--- src/rtl/farm_scheduler.sv ---
// Shared farm-bus sequencer: dispatches jobs to idle SHA units and collects finished
// results, with independent round-robin pointers and collection taking priority.
module farm_scheduler #(
    parameter int unsigned WIDTH_BITS   = 5,
    parameter int unsigned NUM_ROWS     = 4,
    parameter int unsigned NUM_COLS     = 4,
    parameter int unsigned LOAD_BEATS   = 4,
    parameter int unsigned UNLOAD_BEATS = 2
) (
    input  logic                           clk_i,
    input  logic                           rst_i,
    input  logic                           job_valid_i,
    output logic                           job_ready_o,
    input  logic [NUM_ROWS*NUM_COLS-1:0]   unit_busy_i,
    input  logic [NUM_ROWS*NUM_COLS-1:0]   unit_done_i,
    input  logic                           farmbusy_i,
    output logic                           duwrite_o,
    output logic                           rd_active_o,
    output logic                           start_o,
    output logic                           done_ack_o,
    output logic [WIDTH_BITS-1:0]          writerow_en_o,
    output logic [WIDTH_BITS-1:0]          writecol_en_o,
    output logic [WIDTH_BITS-1:0]          readrow_en_o,
    output logic [WIDTH_BITS-1:0]          readcol_en_o
);

    localparam int unsigned N         = NUM_ROWS * NUM_COLS;
    localparam int unsigned IDX_W     = (N > 1) ? $clog2(N) : 1;
    localparam int unsigned MAX_BEATS = (LOAD_BEATS > UNLOAD_BEATS) ? LOAD_BEATS : UNLOAD_BEATS;
    localparam int unsigned CNT_W     = $clog2(MAX_BEATS + 1);

    localparam logic [IDX_W-1:0] LAST_IDX    = IDX_W'(N - 1);
    localparam logic [CNT_W-1:0] LOAD_LAST   = CNT_W'(LOAD_BEATS - 1);
    localparam logic [CNT_W-1:0] UNLOAD_LAST = CNT_W'(UNLOAD_BEATS - 1);

    typedef enum logic [2:0] {
        S_IDLE,
        S_LOAD,
        S_START,
        S_UNLOAD,
        S_ACK
    } state_t;

    state_t                r_state;
    logic [CNT_W-1:0]      r_cnt;
    logic [IDX_W-1:0]      r_wr_ptr;
    logic [IDX_W-1:0]      r_rd_ptr;
    logic [IDX_W-1:0]      r_wr_idx;
    logic [IDX_W-1:0]      r_rd_idx;
    logic                  r_job_ready;
    logic                  r_duwrite;
    logic                  r_rd_active;
    logic                  r_start;
    logic                  r_done_ack;
    logic [WIDTH_BITS-1:0] r_writerow;
    logic [WIDTH_BITS-1:0] r_writecol;
    logic [WIDTH_BITS-1:0] r_readrow;
    logic [WIDTH_BITS-1:0] r_readcol;

    logic [N-1:0]          w_free;
    logic [IDX_W:0]        w_rd_pick;
    logic [IDX_W:0]        w_wr_pick;

    // Index base+step modulo N; step never exceeds N so one subtraction suffices.
    function automatic logic [IDX_W-1:0] wrap_idx(input logic [IDX_W-1:0] base,
                                                  input int unsigned      step);
        int unsigned sum;
        sum = 32'(base) + step;
        if (sum >= N) begin
            sum = sum - N;
        end
        return IDX_W'(sum);
    endfunction

    // First requester after ptr, wrapping; MSB of the result flags a hit.
    function automatic logic [IDX_W:0] rr_pick(input logic [N-1:0]     req,
                                               input logic [IDX_W-1:0] ptr);
        logic [IDX_W:0]   res;
        logic [IDX_W-1:0] pos;
        res = '0;
        for (int unsigned k = 1; k <= N; k++) begin
            pos = wrap_idx(ptr, k);
            if (!res[IDX_W] && req[pos]) begin
                res = {1'b1, pos};
            end
        end
        return res;
    endfunction

    function automatic logic [WIDTH_BITS-1:0] idx_row(input logic [IDX_W-1:0] idx);
        return WIDTH_BITS'(32'(idx) / NUM_COLS);
    endfunction

    function automatic logic [WIDTH_BITS-1:0] idx_col(input logic [IDX_W-1:0] idx);
        return WIDTH_BITS'(32'(idx) % NUM_COLS);
    endfunction

    always_comb begin
        w_free    = ~unit_busy_i & ~unit_done_i;
        w_rd_pick = rr_pick(unit_done_i, r_rd_ptr);
        w_wr_pick = rr_pick(w_free, r_wr_ptr);
    end

    // Sequencer: outputs are registered alongside the state they belong to.
    always_ff @(posedge clk_i or negedge rst_i) begin
        if (!rst_i) begin
            r_state     <= S_IDLE;
            r_cnt       <= '0;
            r_wr_ptr    <= LAST_IDX;
            r_rd_ptr    <= LAST_IDX;
            r_wr_idx    <= '0;
            r_rd_idx    <= '0;
            r_job_ready <= 1'b0;
            r_duwrite   <= 1'b0;
            r_rd_active <= 1'b0;
            r_start     <= 1'b0;
            r_done_ack  <= 1'b0;
            r_writerow  <= '0;
            r_writecol  <= '0;
            r_readrow   <= '0;
            r_readcol   <= '0;
        end else begin
            r_job_ready <= 1'b0;
            r_start     <= 1'b0;
            r_done_ack  <= 1'b0;
            case (r_state)
                S_IDLE: begin
                    if (w_rd_pick[IDX_W]) begin
                        r_rd_idx    <= w_rd_pick[IDX_W-1:0];
                        r_readrow   <= idx_row(w_rd_pick[IDX_W-1:0]);
                        r_readcol   <= idx_col(w_rd_pick[IDX_W-1:0]);
                        r_cnt       <= '0;
                        r_rd_active <= 1'b1;
                        r_state     <= S_UNLOAD;
                    end else if (job_valid_i && w_wr_pick[IDX_W]) begin
                        r_wr_idx    <= w_wr_pick[IDX_W-1:0];
                        r_writerow  <= idx_row(w_wr_pick[IDX_W-1:0]);
                        r_writecol  <= idx_col(w_wr_pick[IDX_W-1:0]);
                        r_cnt       <= '0;
                        r_job_ready <= 1'b1;
                        r_duwrite   <= 1'b1;
                        r_state     <= S_LOAD;
                    end
                end
                S_LOAD: begin
                    if (!farmbusy_i) begin
                        r_cnt <= r_cnt + CNT_W'(1);
                        if (r_cnt == LOAD_LAST) begin
                            r_duwrite <= 1'b0;
                            r_start   <= 1'b1;
                            r_state   <= S_START;
                        end
                    end
                end
                S_START: begin
                    r_wr_ptr <= r_wr_idx;
                    r_state  <= S_IDLE;
                end
                S_UNLOAD: begin
                    if (!farmbusy_i) begin
                        r_cnt <= r_cnt + CNT_W'(1);
                        if (r_cnt == UNLOAD_LAST) begin
                            r_rd_active <= 1'b0;
                            r_done_ack  <= 1'b1;
                            r_state     <= S_ACK;
                        end
                    end
                end
                S_ACK: begin
                    r_rd_ptr <= r_rd_idx;
                    r_state  <= S_IDLE;
                end
                default: begin
                    r_state <= S_IDLE;
                end
            endcase
        end
    end

    assign job_ready_o   = r_job_ready;
    assign duwrite_o     = r_duwrite;
    assign rd_active_o   = r_rd_active;
    assign start_o       = r_start;
    assign done_ack_o    = r_done_ack;
    assign writerow_en_o = r_writerow;
    assign writecol_en_o = r_writecol;
    assign readrow_en_o  = r_readrow;
    assign readcol_en_o  = r_readcol;

endmodule

--- config.mk ---
export PLATFORM = sky130hd
export DESIGN_NAME = farm_scheduler
export DESIGN_NICKNAME = d
export VERILOG_FILES = /design/src/rtl/farm_scheduler.sv
export SDC_FILE = /design/constraint.sdc
export NUM_CORES = 1
export LEC_CHECK = 0
export CAP_MARGIN = 15
export CELL_PAD_IN_SITES_DETAIL_PLACEMENT = 0
export CELL_PAD_IN_SITES_GLOBAL_PLACEMENT = 2
export CORE_MARGIN = 3
export CORE_UTILIZATION = 38
export DETAILED_ROUTE_END_ITERATION = 16
export GPL_TIMING_DRIVEN = 1
export PLACE_DENSITY = 0.95
export SETUP_SLACK_MARGIN = 0.1
export SLEW_MARGIN = 40
export SYNTH_ARGS = -nofsm -noshare
export SYNTH_HDL_FRONTEND = slang
export SYNTH_SLANG_ARGS = --single-unit
--- constraint.sdc ---
create_clock -name clk_i -period 7.1 [get_ports clk_i]
set_input_delay 1.065 -clock clk_i [delete_from_list [all_inputs] [get_ports clk_i]]
set_output_delay 1.065 -clock clk_i [all_outputs]
set_load 0.05 [all_outputs]
# After elaboration in Yosys (flattened, before gate mapping)
# Index checks and enable logic that the tools add are counted.
[totals]
ff_bits = 35
in_bits = 36
out_inout_bits = 25
word_cells = 392
[op_classes]
n_addsub = 65
n_lt_le_gt_ge = 64
eq_ne = 15
muxes = 157
n_bitwise = 4
reduce_logical = 72
[ops]
columns = ["op", "count"]
rows = [
  ["$lt 4x5->1 const B", 32],
  ["$mux 5", 32],
  ["$ge 5x5->1 const B", 30],
  ["$bmux 1 s4", 32],
  ["$mux 4", 32],
  ["$sub 4x1->4 const B", 32],
  ["$add 4x4->5 const B", 16],
  ["$mux 1", 48],
  ["$add 4x3->5 const B", 8],
  ["$not 16->16", 2],
  ["$logic_and 1x1->1", 31],
  ["$logic_not 1->1", 30],
  ["$mux 3", 9],
  ["$add 4x2->5 const B", 4],
  ["$and 16x16->16", 1],
  ["$ne 2x2->1 const B", 8],
  ["$add 4x5->6 const B", 2],
  ["$ge 6x5->1 const B", 2],
  ["$add 4x1->5 const B", 2],
  ["$reduce_and 5->1", 2],
  ["$eq 3x2->1 const B", 3],
  ["$pmux 3 s3", 1],
  ["$eq 3x1->1 const B", 2],
  ["$pmux 3 s2", 1],
  ["other kinds (11)", 15],
]

# Logic depth before layout (Yosys ltp)
[logic_depth]
depth_word = 55
mapped_depth = 18
ltp_nobuf = 12

# Worst setup path before layout
# OpenSTA, ideal clock, no wires.
[synth_timing]
path_type = "reg-to-reg"
startpoint = "reg r_rd_ptr[1]"
endpoint = "reg r_rd_idx[2]"
setup_ps = 133
arrival_time_ps = 4584
t_required_ps = 6967
setup_slack_ps = 2383
path_stages_with_launch = 16
path_buffers = 3
synth_period_minus_slack_ps = 4717
cell_sequence = "dfstp_2 -> buf_1 -> inv_1 -> ha_1 -> clkbuf_1 -> mux4_1 -> mux2_2 -> mux2_4 -> or3_1 -> buf_6 -> or3_4 -> or3_4 -> o21ai_2 -> a31oi_1 -> nor4b_1 -> o32ai_1"
[synth_via]
elab_chain_len = 52
word_cells_on_any_way = 143
cone_classes = "add/sub (32); order compare (16); mux (64); reduce/logical (31)"
[synth_rtl]
columns = ["element", "line_no", "source"]
rows = [
  ["from (decl)", "47", "logic [IDX_W-1:0] r_rd_ptr;"],
  ["from (signal assigned)", "170", "r_rd_ptr <= r_rd_idx;"],
  ["$add 4x1->5", "68", "sum = 32'(base) + step;"],
  ["$sub 4x1->4 or $ge 5x5->1 (tied branches)", "70, 69", ""],
  ["$mux 4", "69", "if (sum >= N) begin"],
  ["$bmux 1 s4", "83", "if (!res[IDX_W] && req[pos]) begin"],
  ["$mux 1 (implied by the code)", "83", ""],
  ["$mux 5", "83", ""],
  ["$logic_not 1->1", "83", ""],
  ["$logic_and 1x1->1", "83", ""],
  ["[... 36 more ...]", "n/a", ""],
  ["$mux 5", "83", ""],
  ["$logic_not 1->1", "83", ""],
  ["$logic_and 1x1->1", "83", ""],
  ["$mux 5", "83", ""],
  ["$logic_not 1->1", "83", ""],
  ["$logic_and 1x1->1", "83", ""],
  ["$mux 5 *", "83", ""],
  ["$reduce_and 2->1 (no source line)", "n/a", ""],
  ["to (signal assigned)", "129", "r_rd_idx <= w_rd_pick[IDX_W-1:0];"],
  ["to (decl)", "49", "logic [IDX_W-1:0] r_rd_idx;"],
]
# Every way passes the cells marked *; elsewhere a longest branch is shown, timed or not. The select of a mux whose other input is x is not followed.
# A chain may end at the register's enable or synchronous reset.

# Worst setup path after layout
[layout_timing]
startpoint = "reg r_rd_ptr[0]"
endpoint = "reg r_wr_idx[0]"
[layout_via]
elab_chain_len = 53
word_cells_on_any_way = 144
cone_classes = "add/sub (32); order compare (16); mux (64); bitwise (1); reduce/logical (31)"
[layout_rtl]
columns = ["element", "line_no", "source"]
rows = [
  ["$add 4x1->5", "68", ""],
  ["$sub 4x1->4 or $ge 5x5->1 (tied branches)", "70, 69", ""],
  ["$mux 4", "69", ""],
  ["$bmux 1 s4", "83", ""],
  ["$mux 1 (implied by the code)", "83", ""],
  ["$mux 5", "83", ""],
  ["$logic_not 1->1", "83", ""],
  ["$logic_and 1x1->1", "83", ""],
  ["[... 37 more ...]", "n/a", ""],
  ["$logic_not 1->1", "83", ""],
  ["$logic_and 1x1->1", "83", ""],
  ["$mux 5", "83", ""],
  ["$logic_not 1->1", "83", ""],
  ["$logic_and 1x1->1", "83", ""],
  ["$mux 5 *", "83", ""],
  ["$not 1->1 (no source line) *", "n/a", ""],
  ["$reduce_and 3->1 (no source line) *", "n/a", ""],
  ["to (signal assigned)", "136", "r_wr_idx <= w_wr_pick[IDX_W-1:0];"],
  ["to (decl)", "48", "logic [IDX_W-1:0] r_wr_idx;"],
]
# Marked as above.

==> results.yml <==
layout:
  syn_to_final_growth_pct: 11.3
  final_area_mm2: 0.00604
  drive_gt1_share_pct: 15.5
  nets: 725
  regArea_um2: 686
  fillers: 1393
  diodes: 0
  multi_input_area_mm2: 0.00445
grt:
  grt_pass1_wl_mm: 28.7
  grt_pass1_vias: 5285
  grt_max_degree: 50
  grt_overflow_total: 0
  grt_util_all_layers_pct: 22.1
  antenna_found_initial: 0
logic_synthesis:
  synth_cells: 649
  synth.area.top_cells: "mux4_2, dfrtp_1, mux2i_1"
  post-synth-top-area-cell: "mux4_2"
  synth_seq_area_share_pct: 12.6
  syn_area_mm2: 0.00542
  synth_top_area_share_pct: 16.2
  synth_area_per_cell_um2: 8.36
  synth_cell_type_count: 78
  synth.most_common_cell: "nor2_1"
  synth_common_cells: "nor2_1, a21oi_1, nand2_1"
  ys_ff_latch: 27
  yosysWarnings: 0
  synth_edf_count: 0
  synth-async-reset-ratio_pct: 100
  synth_flop_cell: "dfrtp_1"
setup_path:
  slowest_delay_ns: 0.97
  r2r_slack_ns: 1.94
  crit_arrival_ns: 5.30
  cp_common_cell: "mux2i_1"
  critPathSlowestCell: "dfstp_2"
  start_kind: "flip-flop"
  worst-endpoint-required_ns: 7.24
  worstSetupEndpointType: "flip-flop"
  crit_type: "flip-flop to flip-flop"
  path_cells: "inv_1, ha_1, mux4_2, mux2i_1, mux2i_1, or3_1, nor4_4, nand2_2, nor2_1, and3_1, mux2_1"
  crit_fanout: 24
power:
  sequentialPowerShare_pct: 15.0
  internal_power_mw: 0.883
  worst_ir_drop_vdd_uv: 136
  clock_power_share_pct: 6.8
  leakage_nw: 2.27
  switchingPower_mw: 1.01
  combPwrFrac_pct: 78.3
  p_per_area_mw_per_mm2: 314
  swShare_pct: 53.4
clock_network:
  cts_resized: 0
  cts_tree: "done"
  clock_sinks: 27
  clockBufferDepth: 2
  clkTransAtPathRegs_ns: 0.07
  clock_latency_ns: 0.26
  htree_levels: 1
  cts_made_buffers: 3
  cts_hold_buf: 0
  root_buffer: "clkbuf_16"
  post-cts-setup-buffers: 0
die:
  die-width_um: 125
  fp.dieH_um: 125
  coreArea_mm2: 0.0139
  ioPinCount: 61
  start_util_pct: 38.9
  floorplan.rows: 43
  fp.dieArea_mm2: 0.0157
drt:
  drc: 0
  drt_pass1_iterations: 5
  wl_per_cell_um: 21.3
  drt_iter0_drc: 628
  wl_mm: 18.1
  vias_per_cell: 6.58
  ant_nets: 0
  vias: 5599
timing:
  finalCriticalPeriod_ns: 5.16
  finalMaxSlewViolations: 0
  rsz0062_at_grt: "no"
  post-route-period-util_pct: 72.6
  max_freq_ghz: 0.194
  hold_viol_final: 0
  setup_viol_count_final: 0
  slew_headroom_pct: 52.4
  setup_tns_ns: 0
  fin_skew_ns: 0.00284
  worst_slew_pin_slew_ns: 0.694
placed_design:
  numPortBuffers: 48
  gp_congestion: 0.959
  placed_cell_area_mm2: 0.00594
  hpwl_mm: 14.2
status:
  status: "finished clean"
job:
  maxCapViolCount: 0
hold_path:
  hold_path_class: "flip-flop to flip-flop"
==> worst paths after layout <==
check / start / endpoint / cells after the start
max in group asynchronous: rst_i / r_wr_ptr[3] / 2
worst min-delay path: r_cnt[0] / r_cnt[0] / 1
min in group asynchronous: rst_i / r_rd_idx[2] / 2
worst max register to register: r_rd_ptr[0] / r_wr_idx[0] / 11
worst max-delay path: r_rd_ptr[0] / r_wr_idx[0] / 11
worst min register to register: r_cnt[0] / r_cnt[0] / 1
==> cells by family after synthesis <==
kind of cell / count (synthesis) / synth area share, %
AO/OA/AOI/OAI: 173 / 21.1
multiplexers: 109 / 30.9
AND/OR/NAND/NOR: 228 / 21.2
buffers and inverters: 71 / 6.53
XOR/XNOR: 23 / 3.71
flip-flops: 27 / 12.6
other: 1 / 0.0691
adder cells (fa/ha/maj): 17 / 3.92
==> per-layer routing <==
layer / track usage, % / part of all wire (%)
met1: 29.5 / 41
met2: 36.3 / 47
met3: 1.92 / 6.9
met4: 10.2 / 4.7
met5: 0 / 0
==> sequential cells by signal, indices dropped and copies added, names as in the netlist <==
register / count
start_o: 1
r_wr_ptr: 4
r_rd_idx: 4
duwrite_o: 1
rd_active_o: 1
job_ready_o: 1
done_ack_o: 1
r_rd_ptr: 4
r_state: 3
r_wr_idx: 4
r_cnt: 3
==> final cells by class <==
cell class	count	share of cell area, %
Inverter	28	1.74
Clock buffer	4	1.31
Multi-Input combinational cell	562	73.7
Sequential cell	27	11.4
Tap cell	180	3.73
Timing Repair Buffer	50	8.21
==> critical path: cells and delay by family (launching register included) <==
family,cells,cell delay [ns]
muxes,4,1.50
and+or+nand+nor,5,1.76
DFF,1,0.97
adders and majority gates,1,0.65
buffers and inverters,1,0.16
==> cell usage in the layout (no fill, tap or decap), types with 4 or more instances in the layout <==
master,count
nor2_1,74
clkdlybuf4s50_1,48
a21oi_1,46
nand2_1,46
mux2i_1,45
mux4_2,39
o21ai_0,34
nor3_1,29
inv_1,24
mux2_2,19
dfrtp_1,19
ha_1,17
o22ai_1,14
conb_1,12
xor2_1,11
xnor2_1,11
or2_2,11
nand3_1,10
a2111oi_0,9
nor4_1,8
dfstp_2,8
or3_1,7
and3_1,6
nand2b_1,6
nand4_1,6
o21bai_1,6
a31oi_1,6
o31a_1,5
mux4_1,4
o211ai_1,4
a211oi_1,4
==> power groups by stage <==
stage                     logic [mW]  registers [mW]  clock network, mW
after floorplan                 1.15           0.263                  0
after global placement          1.43           0.277                  0
after detailed placement        1.45           0.282                  0
after CTS                       1.45           0.280              0.132
after global routing            1.60           0.292              0.139
final                           1.48           0.283              0.128
==> stage by stage <==
stage                     worst slack [ns]  instances  util, %  hold WS [ns]  total power, mW
final                                 1.94        851     43.3         0.511             1.89
after floorplan                       2.38        660        -         0.460             1.41
after detailed placement              2.01        847     42.6         0.501             1.73
after global placement                2.08        847     42.6         0.490             1.71
after CTS                             2.01        851     43.2         0.516             1.86
after global routing                  1.56        851     43.3         0.528             2.03
Power figures use the tool's default switching activity.
